### src/rtl/fp_special_addsub_pipe.sv
// Zero/Inf/NaN special-case resolver for an FP add/sub, 2-stage valid/ready pipe.
// Optional FP_NAN_QUIET_EN: quiet propagated NaNs, flag signaling NaN inputs.
module fp_special_addsub_pipe #(
  parameter int EXP_W  = 5,
  parameter int MANT_W = 10
) (
  input  logic                    clk,
  input  logic                    rst,
  input  logic                    in_valid,
  output logic                    in_ready,
  input  logic [EXP_W+MANT_W:0]   A,
  input  logic [EXP_W+MANT_W:0]   B,
  input  logic                    MODE,
  output logic                    out_valid,
  input  logic                    out_ready,
  output logic [EXP_W+MANT_W:0]   Q,
  output logic                    exc,
  output logic [4:0]              FLAGS,
  input  logic                    flag_clr,
  output logic [4:0]              FLAGS_STICKY
);

  localparam int W = 1 + EXP_W + MANT_W;
  localparam logic [W-1:0] QNAN =
    {1'b0, {EXP_W{1'b1}}, 1'b1, {(MANT_W-1){1'b0}}};

  typedef struct packed {
    logic              a_s;
    logic              b_s;
    logic              sb;
    logic [EXP_W-1:0]  a_e;
    logic [EXP_W-1:0]  b_e;
    logic [MANT_W-1:0] a_m;
    logic [MANT_W-1:0] b_m;
    logic              a_z;
    logic              a_i;
    logic              a_n;
    logic              b_z;
    logic              b_i;
    logic              b_n;
`ifdef FP_NAN_QUIET_EN
    logic              a_sn;
    logic              b_sn;
`endif
  } s1_t;

  s1_t              cls, s1_d, s1_q;
  logic             s1_valid_d, s1_valid_q;
  logic             s2_valid_d, s2_valid_q;
  logic [W-1:0]     q_d, q_q;
  logic             exc_d, exc_q;
  logic [4:0]       flags_d, flags_q;
  logic [4:0]       sticky_d, sticky_q;
  logic             s2_adv;
  logic [W-1:0]     res_q;
  logic             res_exc;
  logic             res_inv;
  logic [MANT_W-1:0] min_m;

  assign s2_adv       = !s2_valid_q || out_ready;
  assign in_ready     = !s1_valid_q || s2_adv;
  assign out_valid    = s2_valid_q;
  assign Q            = q_q;
  assign exc          = exc_q;
  assign FLAGS        = flags_q;
  assign FLAGS_STICKY = sticky_q;

  always_comb begin
    cls     = '0;
    cls.a_s = A[W-1];
    cls.b_s = B[W-1];
    cls.sb  = B[W-1] ^ MODE;
    cls.a_e = A[W-2 -: EXP_W];
    cls.b_e = B[W-2 -: EXP_W];
    cls.a_m = A[MANT_W-1:0];
    cls.b_m = B[MANT_W-1:0];
    cls.a_z = (cls.a_e == '0) && (cls.a_m == '0);
    cls.b_z = (cls.b_e == '0) && (cls.b_m == '0);
    cls.a_i = (&cls.a_e) && (cls.a_m == '0);
    cls.b_i = (&cls.b_e) && (cls.b_m == '0);
    cls.a_n = (&cls.a_e) && (cls.a_m != '0);
    cls.b_n = (&cls.b_e) && (cls.b_m != '0);
`ifdef FP_NAN_QUIET_EN
    cls.a_sn = cls.a_n && !A[MANT_W-1];
    cls.b_sn = cls.b_n && !B[MANT_W-1];
`endif
    s1_d       = s1_q;
    s1_valid_d = s1_valid_q;
    if (in_ready) begin
      s1_valid_d = in_valid;
      if (in_valid) s1_d = cls;
    end
  end

  // Priority chain: earlier rows win when classes overlap.
  always_comb begin
    res_q   = '0;
    res_exc = 1'b1;
    res_inv = 1'b0;
    min_m   = (s1_q.a_m < s1_q.b_m) ? s1_q.a_m : s1_q.b_m;
    if (s1_q.a_n && s1_q.b_n) begin
      res_q = {s1_q.a_s, {EXP_W{1'b1}}, min_m};
    end else if (s1_q.a_i && s1_q.b_i && (s1_q.a_s != s1_q.sb)) begin
      res_q   = QNAN;
      res_inv = 1'b1;
    end else if (s1_q.a_n) begin
      res_q = {s1_q.a_s, s1_q.a_e, s1_q.a_m};
    end else if (s1_q.b_n) begin
      res_q = {s1_q.b_s, s1_q.b_e, s1_q.b_m};
    end else if (s1_q.a_i) begin
      res_q = {s1_q.a_s, {EXP_W{1'b1}}, {MANT_W{1'b0}}};
    end else if (s1_q.b_i) begin
      res_q = {s1_q.sb, {EXP_W{1'b1}}, {MANT_W{1'b0}}};
    end else if (s1_q.a_z && s1_q.b_z) begin
      res_q = {s1_q.a_s & s1_q.sb, {(W-1){1'b0}}};
    end else if (s1_q.a_z) begin
      res_q = {s1_q.sb, s1_q.b_e, s1_q.b_m};
    end else if (s1_q.b_z) begin
      res_q = {s1_q.a_s, s1_q.a_e, s1_q.a_m};
    end else begin
      res_exc = 1'b0;
    end
`ifdef FP_NAN_QUIET_EN
    if (s1_q.a_n || s1_q.b_n) begin
      res_q[MANT_W-1] = 1'b1;
      res_inv         = s1_q.a_sn || s1_q.b_sn;
    end
`endif
  end

  always_comb begin
    s2_valid_d = s2_valid_q;
    q_d        = q_q;
    exc_d      = exc_q;
    flags_d    = flags_q;
    if (s2_adv) begin
      s2_valid_d = s1_valid_q;
      q_d        = s1_valid_q ? res_q : '0;
      exc_d      = s1_valid_q && res_exc;
      flags_d    = {s1_valid_q && res_inv, 4'b0000};
    end
    sticky_d = flag_clr ? 5'b00000 : sticky_q;
    if (s2_valid_q && out_ready) sticky_d = sticky_d | flags_q;
  end

  always_ff @(posedge clk) begin
    if (rst) begin
      s1_valid_q <= 1'b0;
      s2_valid_q <= 1'b0;
      q_q        <= '0;
      exc_q      <= 1'b0;
      flags_q    <= '0;
      sticky_q   <= '0;
    end else begin
      s1_valid_q <= s1_valid_d;
      s2_valid_q <= s2_valid_d;
      q_q        <= q_d;
      exc_q      <= exc_d;
      flags_q    <= flags_d;
      sticky_q   <= sticky_d;
    end
    s1_q <= s1_d;
  end

endmodule
### config.mk
export PLATFORM = sky130hd
export DESIGN_NAME = fp_special_addsub_pipe
export DESIGN_NICKNAME = d
export VERILOG_FILES = /design/src/rtl/fp_special_addsub_pipe.sv
export SDC_FILE = /design/constraint.sdc
export NUM_CORES = 1
export LEC_CHECK = 0
export CAP_MARGIN = 20
export CORE_MARGIN = 2
export CORE_UTILIZATION = 52
export CTS_BUF_LIST = sky130_fd_sc_hd__clkbuf_4 sky130_fd_sc_hd__clkbuf_8
export CTS_CLUSTER_SIZE = 25
export DETAILED_ROUTE_END_ITERATION = 8
export GPL_TIMING_DRIVEN = 0
export PLACE_DENSITY_LB_ADDON = 0.25
export REMOVE_ABC_BUFFERS = 1
export SYNTH_ARGS = -nofsm -noshare
export SYNTH_HDL_FRONTEND = slang
export SYNTH_SLANG_ARGS = --single-unit
### constraint.sdc
create_clock -name clk -period 3.1 [get_ports clk]
set_clock_uncertainty 0.15 [all_clocks]
set_input_delay 0.62 -clock clk [delete_from_list [all_inputs] [get_ports clk]]
set_output_delay 0.62 -clock clk [all_outputs]
set_load 0.02 [all_outputs]
Word level (Yosys, flattened, before mapping)
Index checks and enable logic that the tools add are counted.

storage, ports and cells
  register bits after elaboration = 64

operators by class
  eq/ne operators = 1
  bitwise logic cells = 3
  reduce and logical (&&, ||, !) cells = 26
  multiplexer cells = 24
  $lt $le $gt $ge = 1

operators by type and width
  operator                     count
  16-bit 2-to-1 mux            10
  10-bit logical NOT           2
  10-bit nonzero test          2
  1-bit logical AND            13
  1-bit 2-to-1 mux             11
  5-bit logical NOT            2
  10-bit less-than comparator  1
  10-bit 2-to-1 mux            1
  5-bit 2-to-1 mux             2
  5-bit AND reduction          2
  5-bit bitwise OR             1
  1-bit logical NOT            2
  1-bit logical OR             2
  2-bit AND reduction          1
  1-bit AND                    1
  1-bit inequality test        1
  1-bit XOR                    1

Longest topological paths before layout
  word-level depth = 10
  gate-level depth with buffers = 8
  mapped depth without buffers = 7

Least setup slack after synthesis
No wires, ideal clock.

  kind = input to register
  start point = input port out_ready
  end point = register s1_q[0] (netlist name), enable pin
  slack = 0.443 ns
  arrival time = 2.107 ns
  stages on the path = 5
  buffers on the path = 2
  setup time = 0.400 ns
  cell sequence = nor2b_1 > buf_2 > buf_6 > nand2_1 > and2_1

between the ends
  longest elaborated chain between the ends = 3

ends and longest elaborated chain
  what                                  RTL line  text
  start: declaration                    15        input logic out_ready,
  1-bit logical OR                      60        assign s2_adv = !s2_valid_q || out_ready;
  1-bit logical OR                      61        assign in_ready = !s1_valid_q || s2_adv;
  named net in_ready                    10        output logic in_ready,
  2-bit AND reduction (no source line)  -
  end signal: assignment                162       s1_q <= s1_d;
  end: declaration                      47        s1_t cls, s1_d, s1_q;

The timed path passes the listed nets, and every way through them passes these cells.
A chain may end at the register's enable or synchronous reset.

Final worst setup path
  start point = input port out_ready
  end point = output port in_ready

between the ends
  longest elaborated chain between the ends = 2

ends and longest elaborated chain
  what              RTL line
  1-bit logical OR  60
  1-bit logical OR  61
  end: declaration  10

Every way passes these cells.

==> reports/qor.csv <==
metric;value;unit
status;completed;
Final HPWL DP;5216;µm
share of layout cells above drive strength 1;0.06612;
die height;80.88;µm
CP most frequent cell;clkdlybuf4s50_1;
Synth top area share;0.3811;
TritonCTS clock tree;yes;
routed vias;2616;
cts hold-fix bufs;0;
synth unique cells;50;
CTS sink count;60;
drc violations;0;
global route total overflow;0;
ANT nets after route;0;
CP Depth;4;
I/O pin cnt;67;
leak pwr;1.428;nW
Core Region;5608;µm²
Power per Cell Area;512.4;nW/µm²
FF-to-FF path depth;7;
gr usage total;0.2405;
number of synthesized flops with an enable pin;39;
Antenna Cells;0;
Startpoint Class;input port;
CP startpoint;out_ready;
commonest non-fill, non-tap cells in the layout;clkdlybuf4s50_1 (58), edfxtp_1 (39), nand2_1 (36);
vias per inst;6.014;
cells after synthesis;302;
crit end category;primary output;
post-layout min period;2.912;ns
First DRT Iteration DRCs;416;
most used flip-flop cell after synthesis;edfxtp_1;
# setup viols final;0;
worst-margin pin slew;1.072;ns
hold slack;0.3078;ns
slew margin rel.;0.2820;
r2r startpoint;s1_q[15]$_DFFE_PP_;
Post-Route WL;7231;µm
placed insts;419;
Slew Limit Fails;0;
max-cap violation count;0;
largest net degree at the start of global routing;40;
Crit path buffers/inverters;2;
CTS H-tree lvls;3;
min-delay src;exc$_SDFFE_PP0P_;
final hold vios;0;
Final Power;0.001989;W
Peak VDD IR;0.0003480;V
area leader, netlist;edfxtp_1;
Core Util, Final;0.6923;
P&R area growth vs syn;26.34;%
Reg clk slew, reported paths;0.06;ns
FF-to-FF setup slack;0.41;ns
Initial Utilization;0.5480;
Max Freq;343.4;MHz
Final period util;0.9393;
clk buf depth;2;
Critical Path, Cell by Cell;clkdlybuf4s50_1 > nor2b_4 > nand2_1 > clkdlybuf4s50_1;
Largest delay share family, worst path;buffers and inverters;
Worst Hold Class;reg2reg;
root buffer cell;clkbuf_8;
Finished Layout Cells;435;
Routability Congestion;0.8729;
setup_tns;0;ns
critical path's largest stage delay;0.55;ns
#FFs+latches synth;60;
RSZ-0062 raised after global routing;no;
commonest non-fill, non-tap cell in the layout;clkdlybuf4s50_1;
initial antenna violation count;0;
fill count;472;
fin nets;406;
drt pass-1 iters;5;
crit path max-delay cell type;clkdlybuf4s50_1;
IO buf count;58;
CP max FO;16;
post-detailed-route wirelength per cell;16.62;µm
asr flop ratio synth;0;
first-pass GRT wire length;11810;µm
Site Rows;27;
Die W;80.88;µm
Critical Path Sink;in_ready;
Cell Area, Synth;3073;µm²
Worst EP arrival;2.14;ns
cts bufs inserted;9;
Clock Latency Late Sink;0.35;ns
largest cells by area after synthesis;edfxtp_1 (38%), dfxtp_1 (14%), a21oi_1 (5.4%), nand2_1 (4.4%), ha_1 (4.1%);
worst r2r dst;Q[2]$_SDFFE_PP0P_;
die area;6541;µm²
register area share after synthesis;0.5179;
synthesized area per cell;10.18;µm²
number of global-route vias before repair;2497;
Worst Path Required;2.33;ns
WS Path Type;in2out;
Ys Warns;0;
-- cell type report --
type,instances,area (µm²),share of cell area
clock buffer,12,158.9,0.04093
sequential,60,1592,0.4099
inverter,16,60.06,0.01547
tap,72,90.09,0.02320
clock inverter,4,72.57,0.01869
multi-input combinational,213,1329,0.3422
timing repair buffer,58,580.6,0.1495
-- cell usage after synthesis, drive strengths merged, types with 3 or more instances --
| cell | number |
|---|---|
| a21o | 3 |
| a21oi | 33 |
| a221o | 5 |
| a2bb2oi | 8 |
| and2 | 7 |
| and4 | 4 |
| buf | 17 |
| clkbuf | 3 |
| dfxtp | 21 |
| edfxtp | 39 |
| ha | 10 |
| inv | 16 |
| nand2 | 37 |
| nand2b | 3 |
| nand3 | 12 |
| nand4 | 6 |
| nor2 | 19 |
| nor2b | 4 |
| nor4 | 5 |
| o21a | 3 |
| o21ai | 9 |
| o221ai | 8 |
-- registers in the layout, summed over array words and instances, names as in the netlist --
name,flops
Q,16
s1_valid_q,1
exc,1
FLAGS_STICKY,1
s1_q,39
FLAGS,1
out_valid,1
-- power by group --
part | internal (W) | leakage [nW] | switching (W)
registers | 0.000896 | 0.554 | 0.0000372
clock network | 0.000504 | 0.116 | 0.000315
logic | 0.000110 | 0.758 | 0.000126
total | 0.00151 | 1.43 | 0.000479
-- routing by layer --
layer	share of wire	up-vias	track usage
li1	-	1234	-
met1	0.43	1211	0.3174
met2	0.46	151	0.3702
met3	0.084	20	0.06222
met4	0.028	0	0.1153
met5	0	-	0
-- how the worst min path moves through the flow --
stage | cells past startpoint | to
detailed placement | 2 | exc$_SDFFE_PP0P_
finish | 2 | exc$_SDFFE_PP0P_
global route | 2 | Q[14]$_SDFFE_PP0P_
CTS | 2 | exc$_SDFFE_PP0P_
floorplan | 2 | Q[0]$_SDFFE_PP0P_
global placement | 2 | exc$_SDFFE_PP0P_
-- timing repair --
action | in CTS | in global routing
setup buffers | 0 | 0
resized for setup | 1 | 1
endpoints found under the setup margin | 1 | 1
-- kinds of logic (layout without fill, tap and decap cells) --
group | after synthesis | count (layout) | synth area share
fa+ha+maj | 10 | 10 | 0.04072
compound gates | 84 | 84 | 0.1885
other cells | 1 | 8 | 0.001220
buf+inv | 36 | 90 | 0.06107
simple gates | 108 | 108 | 0.1812
xor+xnor | 1 | 1 | 0.002851
flops | 60 | 60 | 0.5179
mux | 2 | 2 | 0.006515
-- through the flow --
stage / cell area, µm² / setup slack [ns]
floorplan: 2972 / 0.3389
global placement: 3642 / -0.3626
detailed placement: 3643 / -0.3093
CTS: 3877 / 0.009913
global route: 3882 / 0.07923
finish: 3882 / 0.1883
-- worst reg2reg max path, stage by stage, from the launching register on --
cell      delay, ns
edfxtp_1       0.42
inv_1          0.11
ha_1           0.25
a21oi_1        0.16
o21ai_0        0.09
a31oi_1        0.79
and2_1         0.38
o221ai_1       0.19
Note: power is estimated with default switching activity, not from simulation.
